$ cat src/rtl/iob_cpu_bus_arbiter.sv
// iob_cpu_bus_arbiter
//
// Shares one native iob memory port between the CPU instruction bus
// (master 0, read-only) and the data bus (master 1, read/write).
// Arbitration is registered: a request seen in IDLE is granted on the next
// cycle and held until the slave answers or the timeout aborts it. Each
// transaction is followed by one IDLE cycle.
//
// Ports
//   clk, rst          clock, asynchronous active-high reset
//   m0_*              ibus request (valid/addr) and response (ready/rdata)
//   m1_*              dbus request (valid/addr/wdata/wstrb) and response
//   s_*               shared slave port; s_ready is a single-cycle response
//   grant             one-hot current owner, 00 when idle
//   timeout_err       sticky flag, set when a transaction times out
module iob_cpu_bus_arbiter #(
  parameter int ADDR_W    = 32,
  parameter int DATA_W    = 32,
  parameter int RR_EN     = 1,
  parameter int TIMEOUT_W = 16
) (
  input  logic                clk,
  input  logic                rst,
  input  logic                m0_valid,
  input  logic [ADDR_W-1:0]   m0_addr,
  output logic                m0_ready,
  output logic [DATA_W-1:0]   m0_rdata,
  input  logic                m1_valid,
  input  logic [ADDR_W-1:0]   m1_addr,
  input  logic [DATA_W-1:0]   m1_wdata,
  input  logic [DATA_W/8-1:0] m1_wstrb,
  output logic                m1_ready,
  output logic [DATA_W-1:0]   m1_rdata,
  output logic                s_valid,
  output logic [ADDR_W-1:0]   s_addr,
  output logic [DATA_W-1:0]   s_wdata,
  output logic [DATA_W/8-1:0] s_wstrb,
  input  logic                s_ready,
  input  logic [DATA_W-1:0]   s_rdata,
  output logic [1:0]          grant,
  output logic                timeout_err
);

  localparam logic [1:0] IDLE  = 2'd0;
  localparam logic [1:0] BUSY0 = 2'd1;
  localparam logic [1:0] BUSY1 = 2'd2;

  // cnt counts BUSY cycles already spent, so the cycle that sees
  // cnt == CNT_MAX-1 is the (2^TIMEOUT_W-1)-th busy cycle: the terminal one.
  localparam logic [TIMEOUT_W-1:0] CNT_MAX = '1;
  localparam logic [TIMEOUT_W-1:0] CNT_TERM = CNT_MAX - TIMEOUT_W'(1);

  logic [1:0]           state;
  logic [1:0]           state_nxt;
  logic                 last_grant;   // 0 = master 0 was granted last
  logic [TIMEOUT_W-1:0] cnt;

  logic busy;
  logic terminal;
  logic done_ok;
  logic done_to;
  logic done;
  logic pick1;

  always_comb begin
    busy     = (state != IDLE);
    terminal = busy && (cnt == CNT_TERM);
    done_ok  = busy && s_ready;
    // A response on the terminal cycle wins over the abort.
    done_to  = terminal && !s_ready;
    done     = done_ok || done_to;
    // dbus wins when alone, under fixed priority, or when ibus had the last turn.
    pick1    = m1_valid && (!m0_valid || (RR_EN == 0) || !last_grant);
  end

  always_comb begin
    state_nxt = state;
    case (state)
      IDLE: begin
        if (m0_valid || m1_valid) state_nxt = pick1 ? BUSY1 : BUSY0;
      end
      BUSY0, BUSY1: begin
        if (done) state_nxt = IDLE;
      end
      default: state_nxt = IDLE;
    endcase
  end

  // ---- control registers ----
  always_ff @(posedge clk or posedge rst) begin
    if (rst) begin
      state       <= IDLE;
      last_grant  <= 1'b0;
      cnt         <= '0;
      timeout_err <= 1'b0;
    end else begin
      state <= state_nxt;
      if ((state == IDLE) && (state_nxt != IDLE)) last_grant <= (state_nxt == BUSY1);
      if (busy && !done) cnt <= cnt + TIMEOUT_W'(1);
      else               cnt <= '0;
      if (done_to) timeout_err <= 1'b1;
    end
  end

  // ---- combinational request mux and response routing ----
  always_comb begin
    grant    = {state == BUSY1, state == BUSY0};
    s_valid  = busy;
    s_addr   = '0;
    s_wdata  = '0;
    s_wstrb  = '0;
    if (state == BUSY0) s_addr = m0_addr;
    if (state == BUSY1) begin
      s_addr  = m1_addr;
      s_wdata = m1_wdata;
      s_wstrb = m1_wstrb;
    end
    m0_ready = (state == BUSY0) && done;
    m1_ready = (state == BUSY1) && done;
    // rdata follows s_rdata only on a real response; a timeout returns 0.
    m0_rdata = ((state == BUSY0) && s_ready) ? s_rdata : '0;
    m1_rdata = ((state == BUSY1) && s_ready) ? s_rdata : '0;
  end

endmodule
$ cat config.mk
export PLATFORM = sky130hd
export DESIGN_NAME = iob_cpu_bus_arbiter
export DESIGN_NICKNAME = d
export VERILOG_FILES = /design/src/rtl/iob_cpu_bus_arbiter.sv
export SDC_FILE = /design/constraint.sdc
export NUM_CORES = 1
export LEC_CHECK = 0
export BUFFER_PORTS_ARGS = -buffer_cell sky130_fd_sc_hd__clkbuf_2
export CAP_MARGIN = 25
export CORE_AREA = 2 2 107 109
export CTS_CLUSTER_DIAMETER = 150
export DETAILED_ROUTE_END_ITERATION = 10
export DIE_AREA = 0 0 109 111
export GPL_TIMING_DRIVEN = 0
export SYNTH_ARGS = -nofsm -noshare
export SYNTH_HDL_FRONTEND = slang
export SYNTH_SLANG_ARGS = --single-unit
$ cat constraint.sdc
create_clock -name clk -period 1.9 [get_ports clk]
set_input_delay 0.095 -clock clk [delete_from_list [all_inputs] [get_ports clk]]
set_output_delay 0.095 -clock clk [all_outputs]
set_load 0.01 [all_outputs]
---- Word level (Yosys, flattened, before mapping) ----
Cells that the tools add are included.
word-level totals
  memory bits (read-only) ................. 0
  memory bits (writable) .................. 0
  output and inout bits ................... 138
  latch bits .............................. 0
  memories ................................ 0
  logic and storage cells ................. 41
  register bits ........................... 20
  input port bits ......................... 137
cells by class
  multipliers ............................. 0
  bitwise logic cells ..................... 0
  add/sub/neg operators ................... 1
  mux-type cells .......................... 11
  $lt $le $gt $ge ......................... 0
  eq/ne operators ......................... 4
  reductions and logical operators ........ 21
  shift operators ......................... 0
  divide/modulo/power cells ............... 0
operators by type and width
  kind                     number
  $mux W32                 5
  $add A16 B1 Y16 const B  1
  $eq A16 B16 Y1 const B   1
  $mux W16                 1
  $logic_and A1 B1 Y1      10
  $mux W2                  3
  $eq A2 B2 Y1 const B     2
  $logic_not A1 Y1         4
  $mux W4                  1
  $pmux W2 S2              1
  $reduce_bool A2 Y1       2
  $logic_or A1 B1 Y1       3
  $eq A2 B1 Y1 const B     1
  $logic_not A2 Y1         1
  $reduce_or A2 Y1         1

---- Logic depth before layout (Yosys ltp) ----
Gate-level depths: netlist of run 1.
  word-level depth ........................ 8
  depth in mapped cells ................... 8
  mapped depth without buffers ............ 6

---- Worst setup path after synthesis of run 1 ----
Ideal clock, no wire load.
  path kind ............................... register -> output
  start point ............................. register state[1]
  end point ............................... output port s_addr[10]
  data required time ...................... 1805 ps
  arrival ................................. 1578 ps
  stages on the path, launching flop included .. 7
  slack ................................... 227 ps
  buffers on the path ..................... 2
  cells stage by stage .................... dfrtp_1 inv_1 ha_1 nor2b_1 clkbuf_1 clkbuf_1 a22o_1
on the way
  longest elaborated chain between the ends .. 3
  elaborated cells between the ends (all ways) .. 4
  those cells by class .................... 2 x eq/ne; 2 x mux
ends and longest elaborated chain
  what                    line  source
  from (decl)             53    logic [1:0] state;
  from (signal assigned)  97    state <= state_nxt;
  $eq A2 B1 Y1            --
  net grant[0]            40    output logic [1:0] grant,
  $mux W32                112   if (state == BUSY0) s_addr = m0_addr;
  $mux W32                113   if (state == BUSY1) begin
  to (decl)               35    output logic [ADDR_W-1:0] s_addr,
The timed path passes the listed nets, and every way through them passes these cells.

---- Worst setup path in the final report of run 1 ----
  start point ............................. register state[0]
  end point ............................... output port s_addr[25]
on the way
  longest elaborated chain between the ends .. 3
  elaborated cells between the ends (all ways) .. 4
  those cells by class .................... 2 x eq/ne; 2 x mux
ends and longest elaborated chain
  what          line
  $eq A2 B1 Y1  112
  $mux W32      112
  $mux W32 *    113
Every way passes the cells marked *; elsewhere a longest branch is shown, timed or not.

==> results_dict.tcl, run 1 <==
set metrics [dict create \
    multiInputGateArea_mm2 0.00151 \
    postSynth.asyncResetShare_pct 100 \
    via_per_inst 4.66 \
    r2r_start "cnt[0]" \
    detailed_place_hpwl_um 12800 \
    grt_first_pass_wirelength_um 20400 \
    outcome "finished, final reports clean" \
    yosys.cell_types.count 33 \
    worstSetupPathType "reg -> out" \
    final_hold_violating_endpoints 0 \
    first_global_vias 3264 \
    post-route-cell-area_mm2 0.00394 \
    design_internal_power_uw 2110 \
    worst-path-max-fanout 10 \
    setup.reg_to_reg.worst_slack_ns 0.23 \
    placement.setup.worst_slack_ns -0.454 \
    largest_net_degree_at_the_start_of_global_routing 21 \
    grt.total_usage_pct 23.0 \
    synthesis.area_mm2 0.00212 \
    combPwrFrac_pct 75.1 \
    finalMaxSlewViolations 0 \
    cts_buffer_depth 2 \
    synth-edff-count 0 \
    hp-start "m1_valid" \
    wl_per_cell_um 21.2 \
    portion_of_the_post_synthesis_area_used_by_sequential_elements_pct 23.6 \
    clkTransAtPathRegs_ns 0.05 \
    report.power.total_uw 4010 \
    timing_worst_slew_pin_value_ns 0.776 \
    synth_largest_type_area_fraction_pct 23.6 \
    insertion_delay_ns 0.25 \
    postSynthCellCount 271 \
    final_cell_mix "sky130_fd_sc_hd__clkbuf_2, sky130_fd_sc_hd__and3_1, sky130_fd_sc_hd__a22o_1" \
    numCtsBuffers 3 \
    die_y_um 111 \
    drive_above_1_share_pct 58.8 \
    drt_wl_total_um 14800 \
    synthDominantAreaCellType "sky130_fd_sc_hd__dfrtp_1" \
    place_area_mm2 0.00367 \
    number_of_i_o_port_buffers 274 \
    ys_warn_count 0 \
    syn_to_final_growth_pct 86.1 \
    cts-htree-levels 1 \
    layout.cells.most_common "sky130_fd_sc_hd__clkbuf_2" \
    critPathLaunchType "flop" \
    post-route-worst-setup-slack_ns 0.0687 \
    dp_cells 688 \
    yosys_most_used_dff "sky130_fd_sc_hd__dfrtp_1" \
    effective_utilization_at_floorplan_pct 19.1 \
    power.clock.fraction_pct 11.9 \
    design.core.area_mm2 0.0111 \
    floorplan.rows 39 \
    clk_root_buffer_cell "sky130_fd_sc_hd__clkbuf_16" \
    crit_path_start "state[0]" \
    drt_first_iter_violations 213 \
    drtAntennaViolNets 0 \
    die_w_um 109 \
    synth.net_count 414 \
    power.share.sequential_pct 13.0 \
    drt_drc_violations_left 0 \
    achievable-frequency_ghz 0.546 \
    utilization_pct 35.6 \
    maxCapViolations 0 \
    num_io_pins 275 \
    finalWeightedCongestion 0.915 \
    fin_crit_ns 1.83 \
    routed-via-count 3264 \
    setup_viol 0 \
    worst-endpoint-arrival_ns 1.74 \
    drt_pass1_iterations 4 \
    synth_area_leaders "sky130_fd_sc_hd__dfrtp_1, sky130_fd_sc_hd__and3_1, sky130_fd_sc_hd__a22o_1, sky130_fd_sc_hd__and2_1, sky130_fd_sc_hd__xnor2_1" \
    synth_seq_cells 20 \
    timing.slew.headroom_pct 48.2 \
    design.die.area_mm2 0.0121 \
    hp-class "in -> reg" \
    leakagePower_uw 0.00245 \
    clock-skew-final_ns 0.00440 \
    critPathRequiredTime_ns 1.80 \
    power_switching_uw 1900 \
    power_switching_share_pct 47.4 \
    grt_setup_unrepaired "yes" \
    power.density_mw_per_mm2 1020 \
    setup.worst_path.end_class "output pin" \
    postSynthAreaPerCell_um2 7.82 \
    tritoncts_num_sinks 20 \
    final_nets 700 \
    min_period_over_period_pct 96.4 \
    grt-ovfl-total 0 \
    final.fill_count 1218 \
    finalNonFillerCells 701 \
    area.sequential_um2 504 \
    ir_drop_mv 0.410 \
    clock_tree_from_tritoncts "built" \
    antenna_violations_before_repair 4 \
]
[critical path, stage by stage, from the launching register on]
cell	delay (ns)
sky130_fd_sc_hd__dfrtp_2	0.41
sky130_fd_sc_hd__buf_4	0.14
sky130_fd_sc_hd__ha_4	0.15
sky130_fd_sc_hd__nor2b_1	0.12
sky130_fd_sc_hd__clkbuf_4	0.17
sky130_fd_sc_hd__buf_8	0.15
sky130_fd_sc_hd__a22o_1	0.21
sky130_fd_sc_hd__clkbuf_2	0.13
[through the flow]
step / TNS, ns / hold slack, ns
2_1_floorplan: 0 / 0.0588
3_3_place_gp: -21.38 / 0.241
3_5_place_dp: -22.64 / 0.251
4_1_cts: 0 / 0.219
5_1_grt: -0.00526 / 0.253
6_report: 0 / 0.221
[sequential cells by signal, summed over array words and instances (netlist names)]
register,cells
cnt,16
timeout_err,1
state,2
last_grant,1
[timing repair]
action	in CTS	in global routing
endpoints found under the setup margin	131	64
resized for setup	30	28
pin swaps	0	0
hold endpoints to repair	20	0
setup buffers	4	2
hold buffers	1	0
[power groups by stage]
stage          sequential, uW  clock, uW  combinational (uW)
3_5_place_dp              530          0                2710
5_1_grt                   527        502                3240
2_1_floorplan             516          0                1490
3_3_place_gp              526          0                2690
6_report                  522        477                3010
4_1_cts                   517        481                2900
[layout make-up]
class                   instances  area share [%]
clock buffers                   4            2.25
well taps                     143            4.54
multi-input cells             213            38.3
flip-flops and latches         20            12.8
repair buffers                281            36.2
inverters                      11            1.05
diodes                          2           0.127
plain buffers                  27            4.76
[Yosys cell counts, drive strengths merged, types with 2 or more instances]
cell	count
and3	64
nor2	21
and2	36
nand2	4
a21oi	2
clkbuf	25
ha	6
nand3	6
inv	11
nor3	2
nand4	4
xnor2	13
a22o	32
dfrtp	20
buf	2
o21ai	2
nor2b	4
nor4	6
[metal layers]
metal | vias to the layer above | GRT usage (%) | wire length [um]
li1 | 1531 | - | -
met1 | 1534 | 34.4 | 7060
met2 | 189 | 32.7 | 5890
met3 | 8 | 8.58 | 1820
met4 | 2 | 1.45 | 46
met5 | - | 0 | 13
[final timing paths]
path | cells after the start | endpoint
max | 7 | s_addr[25]
min | 3 | state[1]
max reg2reg | 8 | cnt[11]
min reg2reg | 1 | timeout_err
max in group asynchronous | 3 | state[1]
min in group asynchronous | 3 | cnt[7]
[cell families (layout without fill, tap and decap cells)]
| kind of cell | after synthesis | after routing | share of synthesized area, % |
|---|---|---|---|
| AND/OR/NAND/NOR | 152 | 152 | 43.1 |
| AO/OA/AOI/OAI | 41 | 41 | 16.1 |
| buffers and inverters | 38 | 323 | 7.86 |
| flip-flops | 20 | 20 | 23.6 |
| XOR/XNOR | 14 | 14 | 5.79 |
| adder cells (fa/ha/maj) | 6 | 6 | 3.54 |
| other | 0 | 2 | 0 |
No activity file was read; power rests on OpenSTA's default activity.
==> run 2: changes to the inputs <==
GPL_ROUTABILITY_DRIVEN = 1   (was default)
MAX_ROUTING_LAYER = met4   (was default)
SETUP_SLACK_MARGIN = 0.1   (was default)
==> run 2 against run 1 <==
Sequential share of layout area down 0.34 points. Sequential power barely moved. Worst hold slack about the same. Via count increased by 0.28%. Count of clock-buffer cells in the layout fell by 1. Power rose by 6.4%. Clock skew is 0.0029 ns lower. Combinational power grew 5%. Critical path type unchanged. Critical endpoint is now s_addr[20].
==> results_dict.tcl, run 2 (same netlist as run 1, synthesis figures left out) <==
set metrics [dict create \
    outcome "finished, final reports clean" \
    clkTransAtPathRegs_ns 0.06 \
    finalWeightedCongestion 0.929 \
    reg2reg_depth 6 \
    placement.setup.worst_slack_ns -0.426 \
    power_switching_uw 1930 \
    drtAntennaViolNets 0 \
    die_y_um 111 \
    grt-ovfl-total 0 \
    drt_drc_violations_left 0 \
    largest_register_ffs 16 \
    final_hold_violating_endpoints 0 \
    min_period_over_period_pct 94.2 \
    drt_wl_total_um 14900 \
    design.core.area_mm2 0.0111 \
    timing_worst_slew_pin_value_ns 0.779 \
    largest_net_degree_at_the_start_of_global_routing 21 \
    fin_hold_ws_ns 0.221 \
    post-route-cell-area_mm2 0.00406 \
    worstSetupPathType "reg -> out" \
    final_nets 703 \
    insertion_delay_ns 0.25 \
    power.density_mw_per_mm2 1050 \
    effective_utilization_at_floorplan_pct 19.1 \
    routed-via-count 3273 \
    hold_depth 3 \
    detailed_place_hpwl_um 12900 \
    slowest_stage "sky130_fd_sc_hd__dfrtp_2" \
    achievable-frequency_ghz 0.559 \
    drive_above_1_share_pct 59.7 \
    hp-class "in -> reg" \
    fin_crit_ns 1.79 \
    biggestRegsByFlops "cnt (16), state (2)" \
    via_per_inst 4.62 \
    finalMaxSlewViolations 0 \
    power.clock.fraction_pct 13.7 \
    numCtsBuffers 3 \
    drt_first_iter_violations 274 \
    floorplan.rows 39 \
    design.die.area_mm2 0.0121 \
    combPwrFrac_pct 74.1 \
    place_area_mm2 0.00367 \
    maxCapViolations 0 \
    ir_drop_mv 0.495 \
    layout.cells.most_common "sky130_fd_sc_hd__clkbuf_2" \
    clock-skew-final_ns 0.00147 \
    clk_root_buffer_cell "sky130_fd_sc_hd__clkbuf_16" \
    timing.slew.headroom_pct 48.0 \
    clock_tree_from_tritoncts "built" \
    wl_per_cell_um 21.0 \
    final_cell_mix "sky130_fd_sc_hd__clkbuf_2, sky130_fd_sc_hd__and3_1, sky130_fd_sc_hd__a22o_1" \
    syn_to_final_growth_pct 91.7 \
    crit_chain "inv_2 > ha_4 > nor2b_4 > buf_8 > clkbuf_8 > a22o_1 > clkbuf_2" \
    antenna_violations_before_repair 4 \
    num_io_pins 275 \
    post-route-worst-setup-slack_ns 0.110 \
    setup_viol 0 \
    leakagePower_uw 0.00250 \
    setup.worst_path.end_class "output pin" \
    cts_buffer_depth 2 \
    grt_first_pass_wirelength_um 20600 \
    cts-htree-levels 1 \
    grt_setup_unrepaired "yes" \
    tritoncts_num_sinks 20 \
    first_global_vias 3325 \
    power_switching_share_pct 45.3 \
    final.fill_count 1194 \
    design_internal_power_uw 2330 \
    worst-path-max-fanout 10 \
    number_of_i_o_port_buffers 274 \
    max_flop_register "cnt" \
    critPathLaunchType "flop" \
    drt_pass1_iterations 4 \
    die_w_um 109 \
    cpPeakStageDelay_ns 0.44 \
    grt.total_usage_pct 24.0 \
    power.share.sequential_pct 12.2 \
    critPathRequiredTime_ns 1.80 \
    worst-endpoint-arrival_ns 1.70 \
]
[run 2: cell types whose count changed in the layout (fill, tap and decap cells not counted), moves of 2 or more]
cell	previous run	this run
sky130_fd_sc_hd__and2_2	8	0
sky130_fd_sc_hd__and2_4	2	10
sky130_fd_sc_hd__clkbuf_2	282	277
sky130_fd_sc_hd__diode_2	2	7
sky130_fd_sc_hd__buf_4	6	10
sky130_fd_sc_hd__buf_2	1	3
sky130_fd_sc_hd__buf_6	3	1
sky130_fd_sc_hd__buf_8	1	3
[run 2: worst max-delay path: cells and delay by family (launching register included)]
| kind | cells | cell delay (ns) |
|---|---|---|
| buf+inv | 4 | 0.54 |
| flops | 1 | 0.44 |
| compound gates | 1 | 0.17 |
| fa+ha+maj | 1 | 0.14 |
| simple gates | 1 | 0.14 |
[run 2: what timing repair did]
action,in CTS,in global routing
gates resized for setup,54,17
pin swaps,2,3
cloned,1,1
hold buffers,1,0
setup endpoints to repair,131,71
hold endpoints to repair,20,0
setup buffers,6,2
[run 2: worst paths after layout]
kind | start | end | slack (ns)
hold / removal | m1_valid | state[1] | 0.22
min in group asynchronous | rst | cnt[12] | 0.52
max in group asynchronous | rst | cnt[6] | 0.84
setup reg to reg | cnt[0] | cnt[10] | 0.30
setup / recovery | state[1] | s_addr[20] | 0.11
hold reg to reg | timeout_err | timeout_err | 0.47
[run 2: power by group through the flow]
stage	clock network, uW	logic (uW)	registers, uW
2_1_floorplan	0	1490	516
3_3_place_gp	0	2690	525
3_5_place_dp	0	2710	531
4_1_cts	590	3060	517
5_1_grt	613	3390	524
6_report	583	3160	519
[run 2: final cells by class]
class,instances,area [um2],area share (%)
Timing Repair Buffer,285,1470,36.3
Clock inverter,1,30.0,0.740
Inverter,11,41.3,1.02
Sequential cell,20,505,12.4
Tap cell,143,179,4.41
Antenna cell,7,17.5,0.431
Buffer,26,211,5.21
Clock buffer,3,75.1,1.85
Multi-Input combinational cell,213,1530,37.6
[run 2: stage by stage]
| stage | TNS [ns] | cells | util, % | power, uW |
|---|---|---|---|---|
| after floorplan | 0 | 271 | - | 2000 |
| after global placement | -20.46 | 688 | 33.1 | 3220 |
| after detailed placement | -22.75 | 688 | 33.1 | 3240 |
| after CTS | 0 | 700 | 36.0 | 4170 |
| after global routing | 0 | 706 | 36.6 | 4530 |
| final | 0 | 709 | 36.7 | 4260 |
[run 2: per-layer routing]
layer / GRT usage, % / vias to the layer above / wire length, um
met4: 1.71 / 0 / 44
met5: - / - / 0
met1: 34.4 / 1536 / 7220
met3: 8.17 / 6 / 1580
li1: - / 1544 / -
met2: 33.9 / 187 / 6070
